$ cat config.mk
export PLATFORM = sky130hd
export DESIGN_NAME = i2s_clk_monitor_apb_flat
export DESIGN_NICKNAME = d
export VERILOG_FILES = /design/src/rtl/i2s_clk_monitor_apb_if.sv /design/src/rtl/i2s_clk_monitor_apb.sv /design/src/flat_wrapper.sv
export SDC_FILE = /design/constraint.sdc
export NUM_CORES = 1
export LEC_CHECK = 0
export BUFFER_PORTS_ARGS = -buffer_cell sky130_fd_sc_hd__buf_2
export CORE_UTILIZATION = 54
export CTS_CLUSTER_DIAMETER = 100
export DETAILED_ROUTE_END_ITERATION = 12
export GPL_ROUTABILITY_DRIVEN = 0
export GPL_TIMING_DRIVEN = 0
export HOLD_SLACK_MARGIN = 0.1
export MAX_ROUTING_LAYER = met4
export PLACE_DENSITY = 0.81
export REMOVE_ABC_BUFFERS = 1
export SYNTH_ARGS = -nofsm -noshare
export SYNTH_HDL_FRONTEND = slang
export SYNTH_SLANG_ARGS = --single-unit
$ cat constraint.sdc
create_clock -name clk -period 5.19 [get_ports clk]
set_input_delay 0.2595 -clock clk [delete_from_list [all_inputs] [get_ports clk]]
set_output_delay 0.2595 -clock clk [all_outputs]
set_load 0.02 [all_outputs]
$ cat src/rtl/i2s_clk_monitor_apb_if.sv
// APB slave bundle for the I2S clock monitor.
// Zero-wait-state bus: pready simply mirrors penable.
interface i2s_clk_monitor_apb_if;
  logic [4:0]  paddr;
  logic        psel;
  logic        penable;
  logic        pwrite;
  logic [31:0] pwdata;
  logic [31:0] prdata;
  logic        pready;

  modport master (
    output paddr,
    output psel,
    output penable,
    output pwrite,
    output pwdata,
    input  prdata,
    input  pready
  );

  modport slave (
    input  paddr,
    input  psel,
    input  penable,
    input  pwrite,
    input  pwdata,
    output prdata,
    output pready
  );
endinterface

$ cat src/rtl/i2s_clk_monitor_apb.sv
// Measures external bclk/lrclk in the clk domain and tracks lock.
// Sticky lost/timeout flags drive irq; all state is APB visible.
module i2s_clk_monitor_apb #(
  parameter int unsigned      CNT_W       = 20,
  parameter int unsigned      TOL         = 4,
  parameter int unsigned      LOCK_FRAMES = 4,
  parameter logic [CNT_W-1:0] TIMEOUT     = 20'hFFFFF
) (
  input  logic                  clk,
  input  logic                  reset,
  i2s_clk_monitor_apb_if.slave  apb,
  input  logic                  ext_bclk,
  input  logic                  ext_lrclk,
  output logic                  locked,
  output logic                  irq
);

  typedef enum logic [1:0] {
    IDLE,
    ACQUIRE,
    LOCKED
  } state_e;

  localparam int unsigned      MW      = $clog2(LOCK_FRAMES + 1);
  localparam logic [CNT_W-1:0] CNT_ONE = CNT_W'(1);
  localparam logic [CNT_W-1:0] TOL_C   = CNT_W'(TOL);
  localparam logic [CNT_W-1:0] TMO_M1  = TIMEOUT - CNT_ONE;
  localparam logic [MW-1:0]    LOCK_C  = MW'(LOCK_FRAMES);

  state_e state_q;
  state_e state_d;

  logic [2:0] bsync_q;
  logic [2:0] lsync_q;
  logic       b_rise;
  logic       l_rise;

  logic [9:0] bclk_cnt_q;
  logic [9:0] bclk_cnt_d;
  logic [9:0] bclk_pf_q;
  logic [9:0] bclk_pf_d;
  logic [9:0] ref_bclk_q;
  logic [9:0] ref_bclk_d;

  logic [CNT_W-1:0] clk_cnt_q;
  logic [CNT_W-1:0] clk_cnt_d;
  logic [CNT_W-1:0] clk_pf_q;
  logic [CNT_W-1:0] clk_pf_d;
  logic [CNT_W-1:0] ref_clk_q;
  logic [CNT_W-1:0] ref_clk_d;

  logic          has_ref_q;
  logic          has_ref_d;
  logic [MW-1:0] match_q;
  logic [MW-1:0] match_d;
  logic [MW-1:0] match_inc;

  logic en_q;
  logic en_d;
  logic irqen_q;
  logic irqen_d;
  logic lost_q;
  logic lost_d;
  logic tmo_q;
  logic tmo_d;

  logic [31:0] prdata_q;
  logic [31:0] prdata_d;
  logic [31:0] rdata;

  logic [9:0]       bclk_inc;
  logic [9:0]       bclk_start;
  logic [CNT_W-1:0] clk_inc;
  logic [CNT_W-1:0] meas_clk;
  logic [CNT_W-1:0] delta;
  logic             meas_ok;
  logic             tmo_hit;
  logic             capture;
  logic             set_lost;
  logic             set_tmo;

  logic wr_en;
  logic rd_setup;
  logic sel_ctrl;
  logic sel_stat;
  logic sel_bpf;
  logic sel_cpf;
  logic unused_wdata;

  // Third flop of each chain is the previous sample for edge detect
  assign b_rise = bsync_q[1] & ~bsync_q[2];
  assign l_rise = lsync_q[1] & ~lsync_q[2];

  assign bclk_start = b_rise ? 10'd1 : 10'd0;
  assign bclk_inc   = (b_rise && bclk_cnt_q != 10'h3FF)
                    ? bclk_cnt_q + 10'd1 : bclk_cnt_q;
  assign clk_inc    = (&clk_cnt_q) ? clk_cnt_q : clk_cnt_q + CNT_ONE;
  assign meas_clk   = clk_inc;

  assign delta   = (meas_clk >= ref_clk_q)
                 ? meas_clk - ref_clk_q : ref_clk_q - meas_clk;
  assign meas_ok = has_ref_q
                 && (bclk_cnt_q == ref_bclk_q)
                 && (delta <= TOL_C);
  assign tmo_hit   = clk_cnt_q >= TMO_M1;
  assign match_inc = match_q + MW'(1);

  always_comb begin
    state_d    = state_q;
    bclk_cnt_d = bclk_cnt_q;
    clk_cnt_d  = clk_cnt_q;
    ref_bclk_d = ref_bclk_q;
    ref_clk_d  = ref_clk_q;
    has_ref_d  = has_ref_q;
    match_d    = match_q;
    capture    = 1'b0;
    set_lost   = 1'b0;
    set_tmo    = 1'b0;
    unique case (state_q)
      IDLE: begin
        bclk_cnt_d = '0;
        clk_cnt_d  = '0;
        if (en_q && l_rise) begin
          state_d    = ACQUIRE;
          bclk_cnt_d = bclk_start;
        end
      end
      ACQUIRE, LOCKED: begin
        bclk_cnt_d = bclk_inc;
        clk_cnt_d  = clk_inc;
        if (l_rise) begin
          capture    = 1'b1;
          bclk_cnt_d = bclk_start;
          clk_cnt_d  = '0;
          if (state_q == LOCKED) begin
            if (!meas_ok) begin
              state_d   = ACQUIRE;
              has_ref_d = 1'b0;
              match_d   = '0;
              set_lost  = 1'b1;
            end
          end else begin
            ref_bclk_d = bclk_cnt_q;
            ref_clk_d  = meas_clk;
            has_ref_d  = 1'b1;
            if (meas_ok) begin
              match_d = match_inc;
              if (match_inc == LOCK_C) state_d = LOCKED;
            end else begin
              match_d = '0;
            end
          end
        end else if (tmo_hit) begin
          state_d    = IDLE;
          set_tmo    = 1'b1;
          bclk_cnt_d = '0;
          clk_cnt_d  = '0;
          has_ref_d  = 1'b0;
          match_d    = '0;
        end
      end
      default: state_d = IDLE;
    endcase
    // Disable overrides everything except sticky flags and last readings
    if (!en_q) begin
      state_d    = IDLE;
      bclk_cnt_d = '0;
      clk_cnt_d  = '0;
      has_ref_d  = 1'b0;
      match_d    = '0;
      capture    = 1'b0;
      set_lost   = 1'b0;
      set_tmo    = 1'b0;
    end
  end

  assign wr_en    = apb.psel & apb.pwrite & apb.penable;
  assign rd_setup = apb.psel & ~apb.pwrite & ~apb.penable;
  assign sel_ctrl = apb.paddr == 5'h00;
  assign sel_stat = apb.paddr == 5'h04;
  assign sel_bpf  = apb.paddr == 5'h08;
  assign sel_cpf  = apb.paddr == 5'h0C;

  assign unused_wdata = ^apb.pwdata[31:3];

  always_comb begin
    rdata = '0;
    unique case (1'b1)
      sel_ctrl: rdata = {30'd0, irqen_q, en_q};
      sel_stat: rdata = {29'd0, tmo_q, lost_q, locked};
      sel_bpf:  rdata = {22'd0, bclk_pf_q};
      sel_cpf:  rdata = 32'(clk_pf_q);
      default:  rdata = '0;
    endcase
  end

  always_comb begin
    en_d      = (wr_en && sel_ctrl) ? apb.pwdata[0] : en_q;
    irqen_d   = (wr_en && sel_ctrl) ? apb.pwdata[1] : irqen_q;
    lost_d    = set_lost
              | (lost_q & ~(wr_en & sel_stat & apb.pwdata[1]));
    tmo_d     = set_tmo
              | (tmo_q & ~(wr_en & sel_stat & apb.pwdata[2]));
    bclk_pf_d = capture ? bclk_cnt_q : bclk_pf_q;
    clk_pf_d  = capture ? meas_clk : clk_pf_q;
    prdata_d  = rd_setup ? rdata : prdata_q;
  end

  always_ff @(posedge clk) begin
    if (reset) begin
      state_q    <= IDLE;
      bsync_q    <= '0;
      lsync_q    <= '0;
      bclk_cnt_q <= '0;
      clk_cnt_q  <= '0;
      bclk_pf_q  <= '0;
      clk_pf_q   <= '0;
      ref_bclk_q <= '0;
      ref_clk_q  <= '0;
      has_ref_q  <= 1'b0;
      match_q    <= '0;
      en_q       <= 1'b0;
      irqen_q    <= 1'b0;
      lost_q     <= 1'b0;
      tmo_q      <= 1'b0;
      prdata_q   <= '0;
    end else begin
      state_q    <= state_d;
      bsync_q    <= {bsync_q[1:0], ext_bclk};
      lsync_q    <= {lsync_q[1:0], ext_lrclk};
      bclk_cnt_q <= bclk_cnt_d;
      clk_cnt_q  <= clk_cnt_d;
      bclk_pf_q  <= bclk_pf_d;
      clk_pf_q   <= clk_pf_d;
      ref_bclk_q <= ref_bclk_d;
      ref_clk_q  <= ref_clk_d;
      has_ref_q  <= has_ref_d;
      match_q    <= match_d;
      en_q       <= en_d;
      irqen_q    <= irqen_d;
      lost_q     <= lost_d;
      tmo_q      <= tmo_d;
      prdata_q   <= prdata_d;
    end
  end

  assign apb.prdata = prdata_q;
  assign apb.pready = apb.penable;
  assign locked     = state_q == LOCKED;
  assign irq        = irqen_q & (lost_q | tmo_q);

endmodule

$ cat src/flat_wrapper.sv
// flat-port wrapper written by rule: the top's interface ports become plain ports
module i2s_clk_monitor_apb_flat 
#(
  parameter int unsigned      CNT_W       = 20,
  parameter int unsigned      TOL         = 4,
  parameter int unsigned      LOCK_FRAMES = 4,
  parameter logic [CNT_W-1:0] TIMEOUT     = 20'hFFFFF
)
  (clk, reset, ext_bclk, ext_lrclk, locked, irq, apb_paddr, apb_psel, apb_penable, apb_pwrite, apb_pwdata, apb_prdata, apb_pready);
  i2s_clk_monitor_apb_if apb_i ();
  input  logic clk;
  input  logic reset;
  input  logic ext_bclk;
  input  logic ext_lrclk;
  output logic locked;
  output logic irq;
  input wire logic [$bits(apb_i.paddr)-1:0] apb_paddr;
  input wire logic [$bits(apb_i.psel)-1:0] apb_psel;
  input wire logic [$bits(apb_i.penable)-1:0] apb_penable;
  input wire logic [$bits(apb_i.pwrite)-1:0] apb_pwrite;
  input wire logic [$bits(apb_i.pwdata)-1:0] apb_pwdata;
  output wire logic [$bits(apb_i.prdata)-1:0] apb_prdata;
  output wire logic [$bits(apb_i.pready)-1:0] apb_pready;
  assign apb_i.paddr = apb_paddr;
  assign apb_i.psel = apb_psel;
  assign apb_i.penable = apb_penable;
  assign apb_i.pwrite = apb_pwrite;
  assign apb_i.pwdata = apb_pwdata;
  assign apb_prdata = apb_i.prdata;
  assign apb_pready = apb_i.pready;
  i2s_clk_monitor_apb #(.CNT_W(CNT_W), .TOL(TOL), .LOCK_FRAMES(LOCK_FRAMES), .TIMEOUT(TIMEOUT)) u_core (.clk(clk), .reset(reset), .apb(apb_i), .ext_bclk(ext_bclk), .ext_lrclk(ext_lrclk), .locked(locked), .irq(irq));
endmodule
# --- Yosys cells after proc, flatten, opt, wreduce, memory -nomap -nowiden ---
# Index checks and enable logic that the tools add are counted.
word_totals:
  word_cells: 119
  reg_bits: 138
  output_inout_bits: 35
  input_bits: 44
classes:
  eq_ne: 15
  reduce_logical: 16
  n_mux: 41
  order_cmp: 3
  add_sub_neg: 5
  n_bitwise: 23
ops:
  columns: ["cell", "n"]
  rows:
  - ["20-bit 2-to-1 mux", 4]
  - ["20-bit case mux with 4 select lines", 1]
  - ["10-bit 2-to-1 mux", 4]
  - ["20-bit case mux with 2 select lines", 1]
  - ["20-bit subtractor", 2]
  - ["20-bit by 1-bit adder with 20-bit output, second input constant", 1]
  - ["20-bit >= comparator", 1]
  - ["20-bit >= comparator, second input constant", 1]
  - ["20-bit by 3-bit <= comparator with 1-bit output, second input constant", 1]
  - ["10-bit case mux with 2 select lines", 1]
  - ["20-bit AND reduction", 1]
  - ["1-bit 2-to-1 mux", 17]
  - ["3-bit 2-to-1 mux", 5]
  - ["2-bit 2-to-1 mux", 7]
  - ["1-bit AND", 12]
  - ["4-bit != test, second input constant", 3]
  - ["10-bit by 1-bit adder with 10-bit output, second input constant", 1]
  - ["10-bit equality test", 1]
  - ["5-bit by 4-bit equality test with 1-bit output, second input constant", 2]
  - ["10-bit != test, second input constant", 1]
  - ["1-bit NOT", 8]
  - ["3-bit AND reduction", 2]
  - ["5-bit by 3-bit equality test with 1-bit output, second input constant", 1]
  - ["1-bit logical AND", 5]
  - ["other kinds (16)", 20]

# --- Depth between registers and ports, before layout ---
depth:
  ltp_word: 12
  depth_mapped: 25
  depth_no_buf: 22

# --- Least setup slack after synthesis ---
# No wires, ideal clock.
synth_timing:
  path_kind: "register -> register"
  start: "register u_core.clk_cnt_q[10]"
  end: "register u_core.state_q[0]"
  path_buffers: 3
  period_less_slack_ns: 5.001
  setup_time_ns: 0.123
  path_stages_with_launch: 26
  required_ns: 5.067
  slack_ns: 0.189
  arrival_time_ns: 4.878
  cell_sequence: "dfxtp_1 > nand2_1 > nor2_1 > nand4_1 > nor3_1 > nand2_1 > and4_1 > and3_1 > clkbuf_1 > nand4_1 > xor2_1 > inv_1 > ha_1 > buf_2 > nand4_1 > nor4_1 > or4_1 > o31a_1 > buf_6 > a211oi_2 > nor3_2 > nor3_2 > o2111a_2 > a21oi_1 > nor2_1 > mux2_1"
synth_via:
  elab_chain_cells: 8
  word_cells_on_any_way: 14
  cone_classes: "3 x add/sub; 3 x order compare; 3 x eq/ne; 2 x mux; 3 x reduce/logical"
synth_lines:
  columns: ["element", "line_no", "text"]
  rows:
  - ["start: declaration", "i2s_clk_monitor_apb.sv:45", "logic [CNT_W-1:0] clk_cnt_q;"]
  - ["start signal: assignment", "i2s_clk_monitor_apb.sv:232", "clk_cnt_q <= clk_cnt_d;"]
  - ["20-bit by 1-bit adder with 20-bit output or 20-bit AND reduction (tied branches)", "i2s_clk_monitor_apb.sv:97", "assign clk_inc = (&clk_cnt_q) ? clk_cnt_q : clk_cnt_q + CNT_ONE;"]
  - ["20-bit 2-to-1 mux (*)", "i2s_clk_monitor_apb.sv:97", null]
  - ["named net u_core.clk_inc[13]", "i2s_clk_monitor_apb.sv:73", "logic [CNT_W-1:0] clk_inc;"]
  - ["20-bit subtractor or 20-bit >= comparator (tied branches)", "i2s_clk_monitor_apb.sv:101, i2s_clk_monitor_apb.sv:100", null]
  - ["20-bit 2-to-1 mux (*)", "i2s_clk_monitor_apb.sv:101", "? meas_clk - ref_clk_q : ref_clk_q - meas_clk;"]
  - ["20-bit by 3-bit <= comparator with 1-bit output (*)", "i2s_clk_monitor_apb.sv:104", "&& (delta <= TOL_C);"]
  - ["1-bit logical AND (*)", "i2s_clk_monitor_apb.sv:104", null]
  - ["4-bit != test (no source line)", null, null]
  - ["5-bit AND reduction (no source line) (*)", null, null]
  - ["end signal: assignment", "i2s_clk_monitor_apb.sv:228", "state_q <= state_d;"]
  - ["end: declaration", "i2s_clk_monitor_apb.sv:30", "state_e state_q;"]
# Mark *: on every way through the listed nets, which the timed path passes. The rest lies on a longest branch.
# A chain may end at the register's enable or synchronous reset.

# --- Worst setup path in the final report ---
layout_timing:
  start: "register u_core.clk_cnt_q[9]"
  end: "register u_core.state_q[0]"
# Same word-level chain as after synthesis.

==> flow_metrics.env <==
export IMPL_fin_skew_ps=11.19
export IMPL_synthFlopType="dfxtp_1"
export IMPL_start_kind="register"
export IMPL_path_cells="nand2_2, nor2_4, nand4_1, nor3_4, buf_4, nand2b_2, or2_4, xor2_2, inv_1, ha_2, nand4_1, nor4_2, or4_1, o31a_4, a211o_1, o22ai_2, xor2_1, o211a_2, a41o_2, nor2_4, mux2_1"
export IMPL_worstPathRequired_ps=5500
export IMPL_ys_seq_area_share_pct=32.68
export IMPL_clkTransAtPathRegs_ps=60
export IMPL_pwr_share_seq_pct=46.1
export IMPL_post_route_drc_count=0
export IMPL_path_max_fanout=12
export IMPL_r2r_start="u_core.clk_cnt_q[9]"
export IMPL_die_y_um=121.6
export IMPL_grt_pass1_vias=6053
export IMPL_status="completed"
export IMPL_slowest_delay_ps=480
export IMPL_arrival_ps=5400
export IMPL_synthCells=971
export IMPL_drv_cap=0
export IMPL_grt_overflow=0
export IMPL_n_antenna_cell=0
export IMPL_drt_iter0_markers=810
export IMPL_grt_pass1_wl_um=30150
export IMPL_cts_max_path_buffers=2
export IMPL_firstDrtPassIters=5
export IMPL_insertion_delay_ps=420
export IMPL_stdcell_count=1183
export IMPL_antenna_found_initial=0
export IMPL_grt_max_degree=91
export IMPL_power_switching_mw=0.5097
export IMPL_drtAntennaViolNets=0
export IMPL_ir_drop_mv=0.2811
export IMPL_synth_edf_count=0
export IMPL_port_buffers=37
export IMPL_max_freq_mhz=196.6
export IMPL_start_util_pct=55.39
export IMPL_hold_viol=0
export IMPL_nets=1082
export IMPL_place_hpwl_um=12980
export IMPL_period_share_pct=98.01
export IMPL_relSlewSlack_pct=3.335
export IMPL_ys_warn_count=0
export IMPL_cts_tree="built"
export IMPL_p_clk_share_pct=52.0
export IMPL_sw_frac_of_total_pct=24.27
export IMPL_die_w_um=121.6
export IMPL_post_synth_cell_area_avg_um2=7.949
export IMPL_row_count=43
export IMPL_vias=7076
export IMPL_power_leakage_nw=3.580
export IMPL_comb_power_share_pct=1.9
export IMPL_power_density_mw_per_mm2=237.1
export IMPL_netlist_area_mm2=0.007719
export IMPL_root_buffer="clkbuf_16"
export IMPL_num_io_pins=79
export IMPL_report_final_slew_viol_count=0
export IMPL_holdCritPathClass="in -> reg"
export IMPL_core_mm2=0.01393
export IMPL_finalSetupViolations=0
export IMPL_drive_gt1_share_pct=19.04
export IMPL_tightest_slew_ps=1445
export IMPL_synth_cell_type_count=75
export IMPL_avgViaCountPerCell=5.981
export IMPL_synth_seq_cells=126
export IMPL_timing_hold_ws_ps=126.7
export IMPL_p_int_mw=1.591
export IMPL_end_kind="register"
export IMPL_r2r_slack_ps=100
export IMPL_period_needed_ps=5087
export IMPL_place_inst=1125
export IMPL_whs_endpoint="u_core.irqen_q"
export IMPL_holdPathStages=3
export IMPL_path_class="reg -> reg"
export IMPL_routed_wl_um=20240
export IMPL_hp_start="apb_pwdata[1]"
export IMPL_cts_num_sinks=126
export IMPL_numCtsBuffers=17
export IMPL_track_usage_pct=26.81
export IMPL_synthArstFlopShare_pct=0
export IMPL_slowest_stage="or4_1"
export IMPL_dieArea_mm2=0.01478
export IMPL_worstReg2RegEnd="u_core.state_q[0]"
export IMPL_nFillCells=1117
export IMPL_reg2regPathDepth=21
export IMPL_wire_per_inst_um=17.10
export IMPL_area_delta_synth_final_pct=14.78
export IMPL_cts_htree_levels=4
==> cells by family after synthesis <==
kind of cell    count (synthesis)  synth area share (%)
fa+ha+maj                      48                 7.781
mux                            19                 3.129
other cells                     1               0.04858
flops                         126                 32.68
xor+xnor                       52                 5.901
buf+inv                       122                 7.683
simple gates                  360                 21.59
compound gates                243                 21.19
==> layout make-up <==
type                            instances  area (um^2)  area share (%)
Clock inverter                         15        111.4           1.257
Sequential cell                       126         2539           28.65
Timing Repair Buffer                   63        390.4           4.406
Tap cell                              180        225.2           2.542
Multi-Input combinational cell        734         4989           56.31
Inverter                               48        180.2           2.034
Clock buffer                           17        425.4           4.802
==> power by group through the flow <==
stage	clock network, mW	registers [mW]	logic [mW]
after CTS	1.09	0.970	0.0389
after floorplan	0	0.991	0.0152
final	1.09	0.968	0.0398
after global placement	0	0.991	0.0368
after detailed placement	0	0.991	0.0372
after global routing	1.14	0.968	0.0432
==> routing by layer <==
metal,track usage [%],wire (um),vias up
li1,-,-,3404
met1,33.71,8516,3336
met2,43.15,9864,279
met3,4.354,1232,57
met4,10.03,622,0
met5,-,0,-
==> critical path: cells and delay by family (launching register included) <==
family / cells / cell delay, ps
fa+ha+maj: 1 / 370
simple gates: 10 / 1830
mux: 1 / 300
flops: 1 / 380
compound gates: 5 / 1350
buf+inv: 2 / 270
xor+xnor: 2 / 500
==> stage by stage <==
stage	utilization, %	instance area, um^2	setup TNS (ps)	setup WS, ps	power [mW]
2_1_floorplan	-	7347	-262.7	-134.4	1.006
3_3_place_gp	55.67	7757	-9035	-1376	1.028
3_5_place_dp	55.69	7760	-9341	-1422	1.028
4_1_cts	61.51	8571	0	15.54	2.094
5_1_grt	63.58	8860	-247.5	-58.76	2.153
6_report	63.58	8860	0	103.4	2.100
==> state kept, by name, indices dropped and copies added (netlist names) <==
signal,cells
u_core.apb.prdata,20
u_core.clk_cnt_q,20
u_core.clk_pf_q,20
u_core.ref_clk_q,20
u_core.bclk_cnt_q,10
u_core.bclk_pf_q,10
u_core.ref_bclk_q,10
u_core.bsync_q,3
u_core.lsync_q,3
u_core.match_q,3
u_core.state_q,2
u_core.en_q,1
u_core.has_ref_q,1
u_core.irqen_q,1
u_core.lost_q,1
u_core.tmo_q,1
==> how the worst max path moves through the flow <==
stage,from,to,cells after the start
floorplan,u_core.clk_cnt_q[10],u_core.state_q[0],22
global placement,u_core.clk_cnt_q[10],u_core.state_q[0],22
detailed placement,u_core.clk_cnt_q[10],u_core.state_q[0],22
CTS,u_core.clk_cnt_q[11],u_core.state_q[0],21
global route,u_core.clk_cnt_q[9],u_core.match_q[0],21
finish,u_core.clk_cnt_q[9],u_core.state_q[0],21
==> synthesized netlist by cell type (all sizes together) (2+ instances only) <==
cell / n / area, um^2
and3: 13 / 81.33
ha: 48 / 600.6
o211ai: 5 / 42.54
o211a: 2 / 20.02
buf: 26 / 192.7
or4: 2 / 16.27
and2: 9 / 57.56
o221ai: 2 / 17.52
a21oi: 83 / 445.4
a22oi: 35 / 262.8
xnor2: 25 / 219.0
nand4: 25 / 156.4
a211o: 2 / 17.52
o22ai: 3 / 25.02
nor3: 15 / 85.08
nor2: 125 / 469.2
inv: 48 / 180.2
nand3b: 6 / 45.04
or2: 4 / 25.02
a21o: 15 / 115.1
nor2b: 12 / 75.07
nand3: 20 / 100.1
nand2b: 8 / 50.05
a41o: 2 / 21.27
mux2: 11 / 123.9
clkbuf: 48 / 220.2
o21bai: 3 / 22.52
a31oi: 2 / 12.51
mux4: 2 / 45.04
xor2: 27 / 236.5
nor4: 5 / 31.28
and4: 4 / 35.03
a211oi: 36 / 275.3
o21a: 9 / 67.56
o21ai: 28 / 143.9
or3: 4 / 25.02
dfxtp: 126 / 2522
a2111oi: 2 / 17.52
mux2i: 6 / 72.57
nand2: 106 / 397.9
o2111a: 2 / 23.77
==> cells in the final DEF, fill, tap and decap left out, drive strengths merged, types with 4 or more instances in the layout <==
cell type,synthesis,final
dfxtp,126,126
nor2,125,125
nand2,106,106
a21oi,83,83
buf,26,60
inv,48,53
ha,48,48
a211oi,36,36
a22oi,35,35
o21ai,28,28
xor2,27,27
nand4,25,25
xnor2,25,25
nand3,20,20
clkbuf,48,17
a21o,15,15
nor3,15,15
and3,13,13
conb,1,12
nor2b,12,12
mux2,11,11
o21a,9,9
and2,9,9
nand2b,8,8
nand3b,6,6
mux2i,6,6
clkinv,0,6
o211ai,5,5
nor4,5,5
or3,4,4
clkinvlp,0,4
or2,4,4
and4,4,4
==> what timing repair did <==
item | 4_1_cts | 5_1_grt
endpoints found under the hold margin | 3 | 0
setup buffers | 10 | 13
endpoints found under the setup margin | 7 | 7
hold buffers | 3 | 0
pin swaps | 9 | 16
gates resized for setup | 37 | 52
Power figures use the tool's default switching activity.
